### config.mk
export PLATFORM = sky130hd
export DESIGN_NAME = ghost_dir_ctrl
export DESIGN_NICKNAME = d
export VERILOG_FILES = /design/src/rtl/ghost_pkg.sv /design/src/rtl/ghost_lfsr.sv /design/src/rtl/ghost_dir_ctrl.sv
export SDC_FILE = /design/constraint.sdc
export NUM_CORES = 1
export LEC_CHECK = 0
export BUFFER_PORTS_ARGS = -buffer_cell sky130_fd_sc_hd__buf_4
export CAP_MARGIN = 20
export CORE_UTILIZATION = 55
export CTS_BUF_LIST = sky130_fd_sc_hd__clkbuf_8
export CTS_CLUSTER_SIZE = 8
export DETAILED_ROUTE_END_ITERATION = 10
export PLACE_DENSITY = 0.81
export RECOVER_POWER = 50
export SYNTH_ARGS = -nofsm -noshare
export SYNTH_HDL_FRONTEND = slang
export SYNTH_SLANG_ARGS = --single-unit
### constraint.sdc
create_clock -name clk -period 3.7 [get_ports clk]
set_clock_uncertainty 0.1 [all_clocks]
set_input_delay 0.185 -clock clk [delete_from_list [all_inputs] [get_ports clk]]
set_output_delay 0.185 -clock clk [all_outputs]
set_load 0.01 [all_outputs]
### src/rtl/ghost_pkg.sv
// Shared ghost-AI definitions: direction encodings, index helpers and the
// decision FSM state type. The direction values match the ghost mover.
package ghost_pkg;

  localparam logic [3:0] DIR_STOP  = 4'b0000;
  localparam logic [3:0] DIR_UP    = 4'b0001;
  localparam logic [3:0] DIR_DOWN  = 4'b0010;
  localparam logic [3:0] DIR_LEFT  = 4'b0100;
  localparam logic [3:0] DIR_RIGHT = 4'b1000;

  localparam logic [1:0] IDX_UP    = 2'd0;
  localparam logic [1:0] IDX_DOWN  = 2'd1;
  localparam logic [1:0] IDX_LEFT  = 2'd2;
  localparam logic [1:0] IDX_RIGHT = 2'd3;

  typedef enum logic [1:0] {
    IDLE  = 2'd0,
    QUERY = 2'd1,
    WAIT  = 2'd2,
    ISSUE = 2'd3
  } ghost_state_t;

  // Reverse of a one-hot direction; stop has no reverse.
  function automatic logic [3:0] opposite(input logic [3:0] d);
    case (d)
      DIR_UP:    return DIR_DOWN;
      DIR_DOWN:  return DIR_UP;
      DIR_LEFT:  return DIR_RIGHT;
      DIR_RIGHT: return DIR_LEFT;
      default:   return DIR_STOP;
    endcase
  endfunction

  function automatic logic [3:0] idx_to_onehot(input logic [1:0] i);
    return 4'b0001 << i;
  endfunction

  // Only meaningful for a non-stop direction; stop maps to index 0.
  function automatic logic [1:0] onehot_to_idx(input logic [3:0] d);
    case (d)
      DIR_DOWN:  return IDX_DOWN;
      DIR_LEFT:  return IDX_LEFT;
      DIR_RIGHT: return IDX_RIGHT;
      default:   return IDX_UP;
    endcase
  endfunction

endpackage

### src/rtl/ghost_lfsr.sv
// 16-bit Fibonacci LFSR (taps 16,14,13,11) shared by the ghost-AI blocks.
// A zero seed would lock the register up, so it is replaced by 1.
module ghost_lfsr #(
  parameter logic [15:0] SEED = 16'hACE1
) (
  input  logic        clk,
  input  logic        rst,
  input  logic        en,
  output logic [15:0] value
);

  localparam logic [15:0] SEED_EFF = (SEED == 16'h0000) ? 16'h0001 : SEED;

  logic feedback;

  assign feedback = value[15] ^ value[13] ^ value[12] ^ value[10];

  // Shift left, feeding the tap XOR into bit 0.
  always_ff @(posedge clk) begin
    if (rst) begin
      value <= SEED_EFF;
    end else if (en) begin
      value <= {value[14:0], feedback};
    end
  end

endmodule

### src/rtl/ghost_dir_ctrl.sv
// Ghost direction controller. On each tick it probes the neighbouring tiles
// through the maze wall ROM, starting at a pseudo-random candidate, avoids
// reversing unless boxed in, and issues a one-hot direction to the mover.
//
// Handshakes: q_valid is a one-cycle query strobe with q_x/q_y stable in
// that cycle; the ROM returns q_wall in the following cycle, with no
// backpressure. dir_valid is a one-cycle pulse in the cycle dir takes its
// new value; the mover cannot stall it.
module ghost_dir_ctrl
  import ghost_pkg::*;
#(
  parameter int          X_W       = 6,
  parameter int          Y_W       = 6,
  parameter logic [15:0] LFSR_SEED = 16'hACE1
) (
  input  logic           clk,
  input  logic           rst,
  input  logic           tick,
  input  logic [X_W-1:0] ghost_x,
  input  logic [Y_W-1:0] ghost_y,
  output logic [X_W-1:0] q_x,
  output logic [Y_W-1:0] q_y,
  output logic           q_valid,
  input  logic           q_wall,
  output logic [3:0]     dir,
  output logic           dir_valid,
  output logic           busy
);

  ghost_state_t   state;
  logic [X_W-1:0] lat_x;
  logic [Y_W-1:0] lat_y;
  logic [1:0]     start;
  logic [1:0]     cnt;
  logic           pass;
  logic [15:0]    lfsr;
  logic           unused_lfsr_hi;

  logic [3:0]     rev_oh;
  logic           has_rev;
  logic [1:0]     rev_idx;
  logic [1:0]     cur_k;
  logic [1:0]     seq_k;

  ghost_lfsr #(.SEED(LFSR_SEED)) u_lfsr (
    .clk   (clk),
    .rst   (rst),
    .en    (1'b1),
    .value (lfsr)
  );

  // Upper LFSR bits are left for other ghost-AI consumers.
  assign unused_lfsr_hi = ^lfsr[15:2];

  assign rev_oh  = opposite(dir);
  assign has_rev = |rev_oh;
  assign rev_idx = onehot_to_idx(rev_oh);
  // Candidate under test: rotating order in pass 0, the reverse in pass 1.
  assign cur_k   = pass ? rev_idx : start + cnt;
  // Next pass-0 candidate after the current one.
  assign seq_k   = start + cnt + 2'd1;
  assign busy    = (state != IDLE);

  function automatic logic is_skip(input logic [1:0] k, input logic p);
    return !p && has_rev && (k == rev_idx);
  endfunction

  function automatic logic [X_W-1:0] step_x(input logic [1:0] k, input logic [X_W-1:0] x);
    case (k)
      IDX_LEFT:  return x - X_W'(1);
      IDX_RIGHT: return x + X_W'(1);
      default:   return x;
    endcase
  endfunction

  function automatic logic [Y_W-1:0] step_y(input logic [1:0] k, input logic [Y_W-1:0] y);
    case (k)
      IDX_UP:   return y - Y_W'(1);
      IDX_DOWN: return y + Y_W'(1);
      default:  return y;
    endcase
  endfunction

  // Decision FSM. Query strobes are loaded on the edge that enters a
  // non-skipping QUERY cycle, and dir/dir_valid on the edge entering ISSUE,
  // so every output is a register and q_valid lines up with QUERY.
  always_ff @(posedge clk) begin
    if (rst) begin
      state     <= IDLE;
      dir       <= DIR_STOP;
      dir_valid <= 1'b0;
      q_valid   <= 1'b0;
      q_x       <= '0;
      q_y       <= '0;
      lat_x     <= '0;
      lat_y     <= '0;
      start     <= 2'd0;
      cnt       <= 2'd0;
      pass      <= 1'b0;
    end else begin
      dir_valid <= 1'b0;
      q_valid   <= 1'b0;
      case (state)
        IDLE: begin
          if (tick) begin
            lat_x <= ghost_x;
            lat_y <= ghost_y;
            start <= lfsr[1:0];
            cnt   <= 2'd0;
            pass  <= 1'b0;
            state <= QUERY;
            if (!is_skip(lfsr[1:0], 1'b0)) begin
              q_valid <= 1'b1;
              q_x     <= step_x(lfsr[1:0], ghost_x);
              q_y     <= step_y(lfsr[1:0], ghost_y);
            end
          end
        end
        QUERY: begin
          if (is_skip(cur_k, pass)) begin
            // Only one candidate is the reverse, so the follow-up never skips.
            cnt     <= cnt + 2'd1;
            q_valid <= 1'b1;
            if (cnt == 2'd3) begin
              pass <= 1'b1;
              q_x  <= step_x(rev_idx, lat_x);
              q_y  <= step_y(rev_idx, lat_y);
            end else begin
              q_x  <= step_x(seq_k, lat_x);
              q_y  <= step_y(seq_k, lat_y);
            end
          end else begin
            state <= WAIT;
          end
        end
        WAIT: begin
          if (!q_wall) begin
            dir       <= idx_to_onehot(cur_k);
            dir_valid <= 1'b1;
            state     <= ISSUE;
          end else if (!pass && cnt != 2'd3) begin
            cnt   <= cnt + 2'd1;
            state <= QUERY;
            if (!is_skip(seq_k, 1'b0)) begin
              q_valid <= 1'b1;
              q_x     <= step_x(seq_k, lat_x);
              q_y     <= step_y(seq_k, lat_y);
            end
          end else if (!pass && has_rev) begin
            pass    <= 1'b1;
            state   <= QUERY;
            q_valid <= 1'b1;
            q_x     <= step_x(rev_idx, lat_x);
            q_y     <= step_y(rev_idx, lat_y);
          end else begin
            dir       <= DIR_STOP;
            dir_valid <= 1'b1;
            state     <= ISSUE;
          end
        end
        ISSUE: begin
          state <= IDLE;
        end
        default: begin
          state <= IDLE;
        end
      endcase
    end
  end

endmodule

* Word level (Yosys, flattened, before mapping)
Cells that the tools add are included. W data, S select, Z words.
Storage, ports and cells: register bits 53, input port bits 16, output and inout bits 19, word-level logic and storage cells 144
Cells by class: $add $sub $neg 11, equality and inequality tests 37, shifts and indexed selects 1, muxes and demuxes 59, bitwise logic cells 4, reduce and logical (&&, ||, !) cells 20
Operators with widths (count):
- $mux W6 | 16
- $pmux W6 S2 | 6
- $pmux W6 S3 | 2
- $add A6 B1 Y6 const B | 4
- $ne A2 B2 Y1 const B | 12
- $sub A6 B1 Y6 const B | 4
- $mux W2 | 10
- $eq A2 B2 Y1 const B | 9
- $mux W1 | 16
- $pmux W4 S4 | 1
- $reduce_and A7 Y1 | 2
- $mux W4 | 3
- $pmux W2 S3 | 2
- $eq A2 B1 Y1 const B | 4
- $eq A4 B2 Y1 const B | 2
- $eq A4 B3 Y1 const B | 2
- $eq A4 B4 Y1 const B | 2
- $logic_not A2 Y1 | 4
- $pmux W2 S4 | 1
- $eq A2 B2 Y1 | 3
- $ne A3 B3 Y1 const B | 2
- $pmux W1 S3 | 2
- $logic_and A1 B1 Y1 | 5
- $reduce_and A5 Y1 | 1
- other kinds (13) | 17

* Logic depth before layout (Yosys ltp)
Gate-level depths: netlist of the first run.
depth after elaboration 10, depth in mapped cells 14

* By module
A second synthesis of the first run with hierarchy kept.
Second synthesis, totals: cell total of the unflattened synthesis 537, area total of the unflattened synthesis 4307.9 um^2
Modules (own cells, without submodules):
- ghost_dir_ctrl | instances 1, cells an instance 482, area an instance 3688.5 um^2
- ghost_lfsr | instances 1, cells an instance 55, area an instance 619.3 um^2

* Worst setup path before layout of the first run
OpenSTA, ideal clock, no wires.
kind register -> register, start register cnt[0], end register q_x[3], library setup time 70 ps, arrival 2892 ps, required time 3530 ps, path slack 638 ps, stages on the path, launching flop included 12, buffers on the path 1, clock period less this slack 3062 ps, path through dfxtp_1 -> ha_1 -> xor2_1 -> xnor2_1 -> ha_1 -> clkbuf_1 -> or4b_2 -> o21ai_0 -> a21oi_1 -> o311a_1 -> a211o_1 -> a21oi_1
Between the ends: longest elaborated chain between the ends 8
RTL lines:
- from (decl) | RTL line ghost_dir_ctrl.sv:34 | logic [1:0] cnt;
- from (signal assigned) | RTL line ghost_dir_ctrl.sv:122 | cnt <= cnt + 2'd1;
- from (signal assigned) | RTL line ghost_dir_ctrl.sv:142 | cnt <= cnt + 2'd1;
- $add A2 B2 Y2 | RTL line ghost_dir_ctrl.sv:59, ghost_dir_ctrl.sv:61
- $add A2 B1 Y2 | RTL line ghost_dir_ctrl.sv:61 | assign seq_k = start + cnt + 2'd1;
- $eq A2 B2 Y1 | RTL line ghost_dir_ctrl.sv:69 | case (k)
- $pmux W6 S2 | RTL line ghost_dir_ctrl.sv:69
- $mux W6 | RTL line ghost_dir_ctrl.sv:144 | if (!is_skip(seq_k, 1'b0)) begin
- $mux W6 | RTL line ghost_dir_ctrl.sv:141 | end else if (!pass && cnt != 2'd3) begin
- $mux W6 | RTL line ghost_dir_ctrl.sv:137 | if (!q_wall) begin
- $pmux W6 S3 | RTL line ghost_dir_ctrl.sv:103 | case (state)
- to (signal assigned) | RTL line ghost_dir_ctrl.sv:114 | q_x <= step_x(lfsr[1:0], ghost_x);
- to (signal assigned) | RTL line ghost_dir_ctrl.sv:146 | q_x <= step_x(seq_k, lat_x);
- to (signal assigned) | RTL line ghost_dir_ctrl.sv:153 | q_x <= step_x(rev_idx, lat_x);
- to (decl) | RTL line ghost_dir_ctrl.sv:21 | output logic [X_W-1:0] q_x,
Several ways; a longest one is shown, not always the timed one. The select of a mux whose other input is x is not followed. A chain may end at the register's enable or synchronous reset.

* Worst setup path after layout of the first run
start register cnt[0], end register q_y[5]
Between the ends: longest elaborated chain between the ends 8
RTL lines:
- $add A2 B2 Y2 | RTL line ghost_dir_ctrl.sv:59, ghost_dir_ctrl.sv:61
- $add A2 B1 Y2 | RTL line ghost_dir_ctrl.sv:61
- $eq A2 B1 Y1 or $logic_not A2 Y1 (tied branches) | RTL line ghost_dir_ctrl.sv:77 | case (k)
- $pmux W6 S2 | RTL line ghost_dir_ctrl.sv:77
- $mux W6 | RTL line ghost_dir_ctrl.sv:144
- $mux W6 | RTL line ghost_dir_ctrl.sv:141
- $mux W6 | RTL line ghost_dir_ctrl.sv:137
- $pmux W6 S3 | RTL line ghost_dir_ctrl.sv:103
- to (signal assigned) | RTL line ghost_dir_ctrl.sv:115 | q_y <= step_y(lfsr[1:0], ghost_y);
- to (signal assigned) | RTL line ghost_dir_ctrl.sv:147 | q_y <= step_y(seq_k, lat_y);
- to (signal assigned) | RTL line ghost_dir_ctrl.sv:154 | q_y <= step_y(rev_idx, lat_y);
- to (decl) | RTL line ghost_dir_ctrl.sv:22 | output logic [Y_W-1:0] q_y,
Several ways; a longest one is shown, not always the timed one. The select of a mux whose other input is x is not followed.

==> results.tsv, run 1 <==
metric	value	unit
GR Util met3	2.95	%
M1 GR Usage	36.8	%
busiest layer in global routing	met2	
Area growth, synth to finish	7.54	%
switch share	46.3	%
Slew Viols, Final	0	
CP Capture Type	flip-flop	
Core Util, Final	61.7	%
post-synth net total	540	
period utilisation layout	94.2	%
setup TNS	0	ns
final setup fails	0	
core region area	6830	um^2
fin nets	550	
CTS Sinks	53	
Clock Path Buffers	2	
first-pass GRT wire length	16000	um
hold path depth	3	
Min-Delay Endpoint	lat_x[5]	
Syn Area/Cell	7.85	um^2
number of port buffers	34	
synth warn	0	
status	finished, final reports clean	
initial antenna violation count	0	
1st-pass router iterations	6	
hpwl dp	7160	um
Routability Congestion	0.926	
Post-synth EDFFs	0	
Seq cells post-synth	53	
RSZ-0062 raised after global routing	false	
Root Driver	clkbuf_8	
Die Area	7460	um^2
vias in the first global route	3239	
r2r setup slk	0.21	ns
crit start category	flip-flop	
initial core utilization	57.3	%
kind of critical path	flip-flop to flip-flop	
met2 usage	45.2	%
Die X	86.4	um
Slew @ Worst Pin	0.891	ns
worst vdd ir	367	uV
RR Endpoint	q_y[5]	
WP data arrival	3.57	ns
Row Count	30	
Clock Latency Late Sink	0.31	ns
final cell count without fillers	606	
CTS H-tree depth	2	
number of CTS-inserted buffers	5	
Total GRT Usage	27.2	%
WP data required	3.79	ns
Mapped Cells	499	
placed instance count	598	
predominant post-synthesis flop cell	dfxtp_1	
Syn Std Cell Area	3920	um^2
cts repair resizes	0	
Distinct cells, synth	67	
r2r startpoint	cnt[0]	
commonest non-fill, non-tap cells in the layout	nand2_1 (53), dfxtp_1 (53), a21oi_1 (42), nor2_1 (33), ha_1 (23)	
Via density	6.17	
num ports	35	
die height	86.4	um
CTS tree	built	
footprint of the multi-input gates	2620	um^2
filler cell count	643	
Initial DRC Count	320	
Int Pwr	1.32	mW
# diodes	0	
Achievable Freq	287	MHz
clock transition at the registers of the reported paths	0.11	ns
Tmin final	3.49	ns
Via Count	3737	
Max Cap Violations	0	
r2r worst-path depth	12	
Psw	1.14	mW
Routed WL	10100	um
Worst Hold Launch	ghost_x[5]	
fraction of registers with async set/reset	0	%
Routed Antenna Nets	0	
register share of total power	32.2	%
pwr dens	582	nW/um^2
Leak Pwr	1.59	nW
pin count of the biggest net entering global routing	56	
CTS Hold Bufs	0	
Gate power share	53.0	%
post-DR wirelength/cell	16.6	um
clock power share	14.8	%
CP max FO	20	
Slew HR	40.6	%
gr ovfl total	0	
setup bufs post-CTS	0	
sequential element share of the synthesized area	27.1	%
DRC	0	
HP Class	input pin to flip-flop	
layout cells sized above 1	9.41	%
Storage cell area	1060	um^2
Fin. Hold Viols	0	
==> layer usage <==
metal  vias to the layer above  share of wire (%)
met2                       153                 47
met4                         0                2.3
met5                         -                  0
met1                      1736                 45
met3                        20                6.3
li1                       1828                  -
==> sequential cells by signal, indices dropped and copies added (netlist names) <==
register,cells
q_valid,1
state,2
q_y,6
cnt,2
dir,4
start,2
dir_valid,1
u_lfsr.value,16
lat_x,6
lat_y,6
pass,1
q_x,6
==> worst max-delay path: stages, from the launching register on <==
cell	delay [ns]
dfxtp_1	0.35
ha_1	0.20
xor2_1	0.15
xnor2_1	0.42
inv_1	0.14
ha_1	0.42
nor4bb_1	0.18
o21ai_0	0.21
nand2b_1	0.15
o311ai_4	0.32
nand3_4	0.30
nor4_1	0.34
nor3_1	0.08
==> through the flow <==
stage	hold WS [ns]	total power [mW]	area [um^2]	setup WS, ns
finish	0.0251	2.45	4210	0.213
CTS	0.0186	2.48	4290	0.233
global placement	0.291	2.08	4190	0.425
floorplan	0.221	1.74	3920	0.638
global route	0.0365	2.61	4210	0.0256
detailed placement	0.301	2.12	4190	0.264
==> synth_stat cells (3+ instances only) <==
library cell  instances  share of area, %
inv_1                19               1.8
mux2i_1              12               3.1
o21ai_0              19               2.4
nor2_1               33               3.2
nand3b_1              5              0.96
dfxtp_1              53                27
o32ai_1               4              0.89
clkbuf_1             27               2.6
a31oi_1               6              0.96
o31ai_1               3              0.57
nor2b_1              16               2.6
and2_1                3              0.48
nor4_1                4              0.64
nand2_1              53               5.1
nand2b_1              4              0.64
nand3_1               9               1.1
a21oi_1              42               5.4
o21ai_1               3              0.38
o221ai_1              3              0.67
nand4_1               3              0.48
o211ai_1              7               1.3
a211o_1               9               2.0
ha_1                 23               7.3
buf_1                 4              0.38
a211oi_1             10               1.9
o21a_1                4              0.77
a21o_1                6               1.1
xor2_1               10               2.2
o22ai_1               9               1.4
nor3_1               16               2.0
buf_2                 7              0.89
xnor2_1              14               3.1
a22oi_1               6               1.1
or2_2                 7               1.1
a221oi_1              3              0.67
==> power groups by stage <==
stage	clock network (mW)	logic [mW]	registers (mW)
CTS	0.368	1.32	0.791
finish	0.362	1.30	0.791
global route	0.389	1.41	0.805
floorplan	0	0.968	0.771
global placement	0	1.28	0.796
detailed placement	0	1.31	0.802
==> cell type report <==
class | instances | area share (%)
Sequential cell | 53 | 25.2
Tap cell | 96 | 2.85
Inverter | 19 | 1.69
Timing Repair Buffer | 42 | 5.70
Multi-Input combinational cell | 388 | 62.3
Clock inverter | 3 | 0.683
Clock buffer | 5 | 1.63
==> cell families after synthesis <==
kind of cell / after synthesis / share of synthesized area (%)
multiplexers: 14 / 3.64
buffers and inverters: 58 / 5.97
AO/OA/AOI/OAI: 152 / 26.6
flip-flops: 53 / 27.1
adder cells (fa/ha/maj): 25 / 8.37
AND/OR/NAND/NOR: 173 / 23.0
XOR/XNOR: 24 / 5.37
==> how the worst max path moves through the flow <==
| stage | end | startpoint | slack (ns) |
|---|---|---|---|
| floorplan | q_x[3] | cnt[0] | 0.64 |
| global placement | q_y[5] | cnt[0] | 0.43 |
| detailed placement | q_y[5] | cnt[0] | 0.26 |
| CTS | q_y[5] | cnt[0] | 0.23 |
| global route | q_y[5] | cnt[0] | 0.03 |
| finish | q_y[5] | cnt[0] | 0.21 |
Note: power is estimated with default switching activity, not from simulation.
==> inputs of run 2 (changes only) <==
--- a/config.mk
+++ b/config.mk
@@ -7,12 +7,13 @@
 export LEC_CHECK = 0
 export BUFFER_PORTS_ARGS = -buffer_cell sky130_fd_sc_hd__buf_4
 export CAP_MARGIN = 20
-export CORE_UTILIZATION = 55
+export CORE_UTILIZATION = 57
 export CTS_BUF_LIST = sky130_fd_sc_hd__clkbuf_8
 export CTS_CLUSTER_SIZE = 8
 export DETAILED_ROUTE_END_ITERATION = 10
-export PLACE_DENSITY = 0.81
+export PLACE_DENSITY = 0.82
 export RECOVER_POWER = 50
 export SYNTH_ARGS = -nofsm -noshare
 export SYNTH_HDL_FRONTEND = slang
+export SYNTH_HIERARCHICAL = 1
 export SYNTH_SLANG_ARGS = --single-unit
==> run 2 against run 1 <==
  * The run now ends with max-capacitance violations, max-slew violations left
  * Via count rose by 11%
  * Synthesized cell count rose by 7.6%
  * Clock-buffer cell count did not move
  * Clock power decreased by 2%
  * Wire length up 14%
  * First-iteration DRC count up 10%
  * Design area grew 7.5%
  * Critical path type unchanged
  * Largest cell class unchanged
==> results.tsv, run 2 <==
metric	value	unit
predominant post-synthesis flop cell	dfxtp_1	
RR Endpoint	q_x[5]	
WP data arrival	3.55	ns
kind of critical path	flip-flop to flip-flop	
clock transition at the registers of the reported paths	0.11	ns
r2r startpoint	cnt[0]	
r2r worst-path depth	11	
CTS Hold Bufs	0	
switch share	47.1	%
Via Count	4133	
vias in the first global route	3637	
CTS H-tree depth	2	
Row Count	31	
hold_ws	0.0309	ns
Post-synth EDFFs	0	
number of CTS-inserted buffers	5	
Worst Hold Launch	ghost_y[3]	
failing checks	max-capacitance violations, max-slew violations	
Clock Latency Late Sink	0.31	ns
Area growth, synth to finish	5.14	%
Slew HR	-30.3	%
Tmin final	3.42	ns
Routed WL	11500	um
Seq cells post-synth	53	
dpl cell area	4510	um^2
fraction of registers with async set/reset	0	%
Routed Antenna Nets	0	
pin count of the biggest net entering global routing	46	
count leader, synth	nand2_1	
CTS tree	built	
gr ovfl total	0	
RSZ-0062 raised after global routing	false	
top cells by area, synth	dfxtp_1 (25%), ha_1 (6.7%), a21oi_1 (6.2%)	
core region area	7290	um^2
Die Area	7910	um^2
DRC	0	
clock power share	14.1	%
period utilisation layout	92.4	%
Slew @ Worst Pin	1.96	ns
crit start category	flip-flop	
Synth top cells by count	nand2_1 (61), a21oi_1 (53), dfxtp_1 (53)	
commonest non-fill, non-tap cells in the layout	nand2_1 (61), a21oi_1 (53), dfxtp_1 (53), nor2_1 (28), inv_1 (25)	
WP data required	3.83	ns
Min-Delay Endpoint	lat_y[3]	
num ports	35	
Initial DRC Count	352	
Clock Path Buffers	2	
hold path depth	3	
Die X	88.9	um
hpwl dp	8350	um
CP max FO	22	
initial core utilization	59.1	%
Syn Area/Cell	8.02	um^2
die height	88.9	um
post-synth net total	578	
number of port buffers	34	
setup bufs post-CTS	0	
HP Class	input pin to flip-flop	
Max Cap Violations	1	
first-pass GRT wire length	17900	um
Int Pwr	1.32	mW
commonest non-fill, non-tap cell in the layout	nand2_1	
Leak Pwr	1.72	nW
Routability Congestion	0.914	
worst vdd ir	391	uV
synth warn	6	
post-DR wirelength/cell	18.0	um
register share of total power	32.0	%
Achievable Freq	292	MHz
status	finished with violations	
setup TNS	0	ns
top cell type's share of synthesized area	24.6	%
Root Driver	clkbuf_8	
fin nets	582	
Gate power share	53.9	%
Total GRT Usage	29.4	%
1st-pass router iterations	5	
# diodes	0	
Syn Std Cell Area	4310	um^2
pwr dens	553	nW/um^2
Largest register FFs	16	
cts repair resizes	0	
r2r setup slk	0.28	ns
Mapped Cells	537	
cell taking the most area after synthesis	dfxtp_1	
final setup fails	0	
Slew Viols, Final	46	
CP Launch Point	cnt[0]	
CTS Sinks	53	
most flop-heavy register	u_lfsr/value	
Distinct cells, synth	84	
initial antenna violation count	0	
sequential element share of the synthesized area	24.6	%
Via density	6.45	
CP Capture Type	flip-flop	
layout cells sized above 1	8.67	%
Fin. Hold Viols	0	
Design Area, Final	4530	um^2
Psw	1.18	mW
-- run 2: through the flow --
stage                     power, mW  util, %  cells  worst slack, ns
after floorplan                1.77        -    537            0.793
after global placement         2.14     61.8    633            0.556
after detailed placement       2.18     61.8    633            0.355
after CTS                      2.53     63.1    641            0.323
after global routing           2.66     62.1    641            0.167
final                          2.51     62.1    641            0.280
-- run 2: area by class of cell --
type | count | area, um^2
multi-input cells | 417 | 2940
clock inverters | 3 | 26.3
fillers | 674 | 2760
flip-flops and latches | 53 | 1060
clock buffers | 5 | 68.8
inverters | 25 | 93.8
repair buffers | 39 | 218
well taps | 99 | 124
-- run 2: worst max-delay path by stage --
stage / to / slack [ns] / depth (start not counted)
global placement: q_x[5] / 0.56 / 11
floorplan: q_x[5] / 0.79 / 11
detailed placement: q_x[5] / 0.35 / 11
global route: q_x[5] / 0.17 / 11
CTS: q_x[5] / 0.32 / 11
finish: q_x[5] / 0.28 / 11
-- run 2: critical path, cell delays in order, from the launching register on --
cell	delay, ns
dfxtp_1	0.36
ha_1	0.20
xor2_1	0.16
xnor2_2	0.38
inv_1	0.15
ha_1	0.35
buf_4	0.22
a31oi_1	0.21
o2111ai_1	0.18
a32oi_2	0.56
nand3_2	0.18
o32ai_2	0.27
-- run 2: power groups by stage --
stage / Clock, mW / Sequential [mW] / Combinational (mW)
after floorplan: 0 / 0.772 / 0.996
after global placement: 0 / 0.807 / 1.33
after detailed placement: 0 / 0.807 / 1.37
after CTS: 0.358 / 0.797 / 1.37
after global routing: 0.377 / 0.814 / 1.47
final: 0.354 / 0.801 / 1.35
-- run 2: cell families (layout without fill, tap and decap cells) --
group	after synthesis	after routing	synth area share (%)
AO/OA/AOI/OAI	174	174	27.9
AND/OR/NAND/NOR	171	171	21.6
buffers and inverters	67	72	7.17
flip-flops	53	53	24.6
adder cells (fa/ha/maj)	25	25	7.61
XOR/XNOR	23	23	5.63
multiplexers	23	23	5.37
other	1	1	0.0870
-- run 2: layer usage --
layer	vias to the layer above	GRT usage, %	wire (um)	part of all wire (%)
li1	1988	-	-	-
met1	1927	40.0	5030	44
met2	189	46.6	5250	46
met3	29	5.08	911	7.9
met4	0	11.5	334	2.9
met5	-	0	0	0
==> inputs of run 3 (changes only) <==
--- a/config.mk
+++ b/config.mk
@@ -7,11 +7,13 @@
 export LEC_CHECK = 0
 export BUFFER_PORTS_ARGS = -buffer_cell sky130_fd_sc_hd__buf_4
 export CAP_MARGIN = 20
-export CORE_UTILIZATION = 57
+export CELL_PAD_IN_SITES_DETAIL_PLACEMENT = 0
+export CELL_PAD_IN_SITES_GLOBAL_PLACEMENT = 1
+export CORE_UTILIZATION = 47
 export CTS_BUF_LIST = sky130_fd_sc_hd__clkbuf_8
 export CTS_CLUSTER_SIZE = 8
 export DETAILED_ROUTE_END_ITERATION = 10
-export PLACE_DENSITY = 0.82
+export PLACE_DENSITY = 0.89
 export RECOVER_POWER = 50
 export SYNTH_ARGS = -nofsm -noshare
 export SYNTH_HDL_FRONTEND = slang
==> run 3 against run 2 <==
  * The run still ends with max-capacitance violations, max-slew violations left
  * Setup slack better by 0.025 ns
  * Non-clock buffer count up 1
  * Maximum frequency up 0.74%
  * Clock-buffer cell count unchanged
  * Critical path depth unchanged
  * Design area up 0.39%
  * Wire length up 1.2%
  * Worst hold slack worse by 0.0055 ns
  * Clock power down 1%
  * Via count down 0.34%
  * Largest cell class unchanged
  * Global-route usage down 4.7 points
  * Die area up 21%
==> results.tsv, run 3 (synthesis results as in run 2) <==
metric	value	unit
status	finished with violations	
failing checks	max-capacitance violations, max-slew violations	
# diodes	0	
CP Capture Type	flip-flop	
Routed Antenna Nets	0	
final worst-path setup slack	0.305	ns
post-DR wirelength/cell	17.9	um
pwr dens	551	nW/um^2
Setup WS pre-CTS	0.336	ns
CTS Sinks	53	
Routability Congestion	0.941	
RSZ-0062 raised after global routing	false	
placed instance count	643	
WP data required	3.84	ns
Slew HR	-36.9	%
Initial DRC Count	333	
Via density	6.33	
cts repair resizes	0	
gr ovfl total	0	
uppermost routed layer	met4	
Max Cap Violations	1	
WL met1	5460	um
first-pass GRT wire length	19100	um
final setup fails	0	
Total GRT Usage	24.7	%
Root Driver	clkbuf_8	
Via Count	4119	
Row Count	34	
worst vdd ir	275	uV
kind of critical path	flip-flop to flip-flop	
Die Area	9550	um^2
CP top delay family	compound AO/OA/AOI/OAI gates	
cell repeated most along the worst path	ha_1	
Clock Latency Late Sink	0.31	ns
DRC	0	
routed wl met3	695	um
initial core utilization	48.9	%
met2 routed WL	5290	um
Die X	97.7	um
final cell count without fillers	651	
Routed WL	11700	um
footprint of the multi-input gates	2940	um^2
setup bufs post-CTS	0	
die height	97.7	um
clock transition at the registers of the reported paths	0.10	ns
1st-pass router iterations	4	
most flop-heavy register	u_lfsr/value	
Slew @ Worst Pin	2.05	ns
crit start category	flip-flop	
WP data arrival	3.53	ns
CP max stage delay	0.55	ns
Total Power	2.51	mW
Core Util, Final	51.6	%
CTS tree	built	
Tmin final	3.39	ns
pin count of the biggest net entering global routing	46	
period utilisation layout	91.7	%
number of CTS-inserted buffers	5	
Clock Path Buffers	2	
commonest non-fill, non-tap cells in the layout	nand2_1 (61), a21oi_1 (53), dfxtp_1 (53), nor2_1 (28), inv_1 (25)	
Worst Path Buf+Inv	2	
Area growth, synth to finish	5.55	%
setup TNS	0	ns
num ports	35	
initial antenna violation count	0	
commonest non-fill, non-tap cell in the layout	nand2_1	
layout cells sized above 1	8.84	%
core region area	8810	um^2
Leak Pwr	1.72	nW
Achievable Freq	295	MHz
CP max FO	11	
vias in the first global route	3772	
CTS Hold Bufs	0	
Largest register FFs	16	
fin nets	583	
number of port buffers	34	
filler cell count	860	
Fin. Hold Viols	0	
Slew Viols, Final	46	
CP max-delay cell	a32oi_2	
critical path cell sequence	ha_1 -> xor2_1 -> xnor2_2 -> inv_1 -> ha_1 -> buf_4 -> a31oi_1 -> o2111ai_1 -> a32oi_2 -> nand3_2 -> o32ai_2	
Storage cell area	1060	um^2
hpwl dp	8570	um
HP Class	input pin to flip-flop	
CTS H-tree depth	2	
==> run 3: final cells by class <==
type / instances / share of cell area (%)
inverters: 25 / 2.06
repair buffers: 40 / 4.95
multi-input cells: 417 / 64.6
clock buffers: 5 / 1.51
flip-flops and latches: 53 / 23.3
well taps: 108 / 2.97
clock inverters: 3 / 0.550
==> run 3: per-stage QoR <==
stage | cell area (um^2) | hold slack (ns)
final | 4550 | 0.0254
after detailed placement | 4530 | 0.356
after floorplan | 4310 | 0.221
after global placement | 4530 | 0.351
after CTS | 4620 | 0.0176
after global routing | 4550 | 0.0235
==> run 3: routing by layer <==
| metal | GRT usage [%] | vias to the layer above |
|---|---|---|
| met5 | 0 | - |
| met4 | 8.62 | 0 |
| met3 | 2.79 | 21 |
| met2 | 38.3 | 162 |
| met1 | 35.4 | 1954 |
| li1 | - | 1982 |
==> run 3: worst paths after layout <==
kind	startpoint	end	slack, ns	cells past startpoint
setup / recovery	cnt[0]	q_x[5]	0.31	11
hold / removal	ghost_x[4]	lat_x[4]	0.03	3
setup reg to reg	cnt[0]	q_x[5]	0.31	11
hold reg to reg	start[0]	start[0]	0.37	2
==> run 3: worst min-delay path, cell delays in order <==
cell and delay (ns):
buf_4 0.12, nand2_1 0.05, a21oi_1 0.05
==> run 3: report_power, final <==
part	switching, mW	internal [mW]	total (mW)
sequential	0.124	0.675	0.800
combinational	0.847	0.512	1.36
clock	0.210	0.138	0.349
total	1.18	1.33	2.51
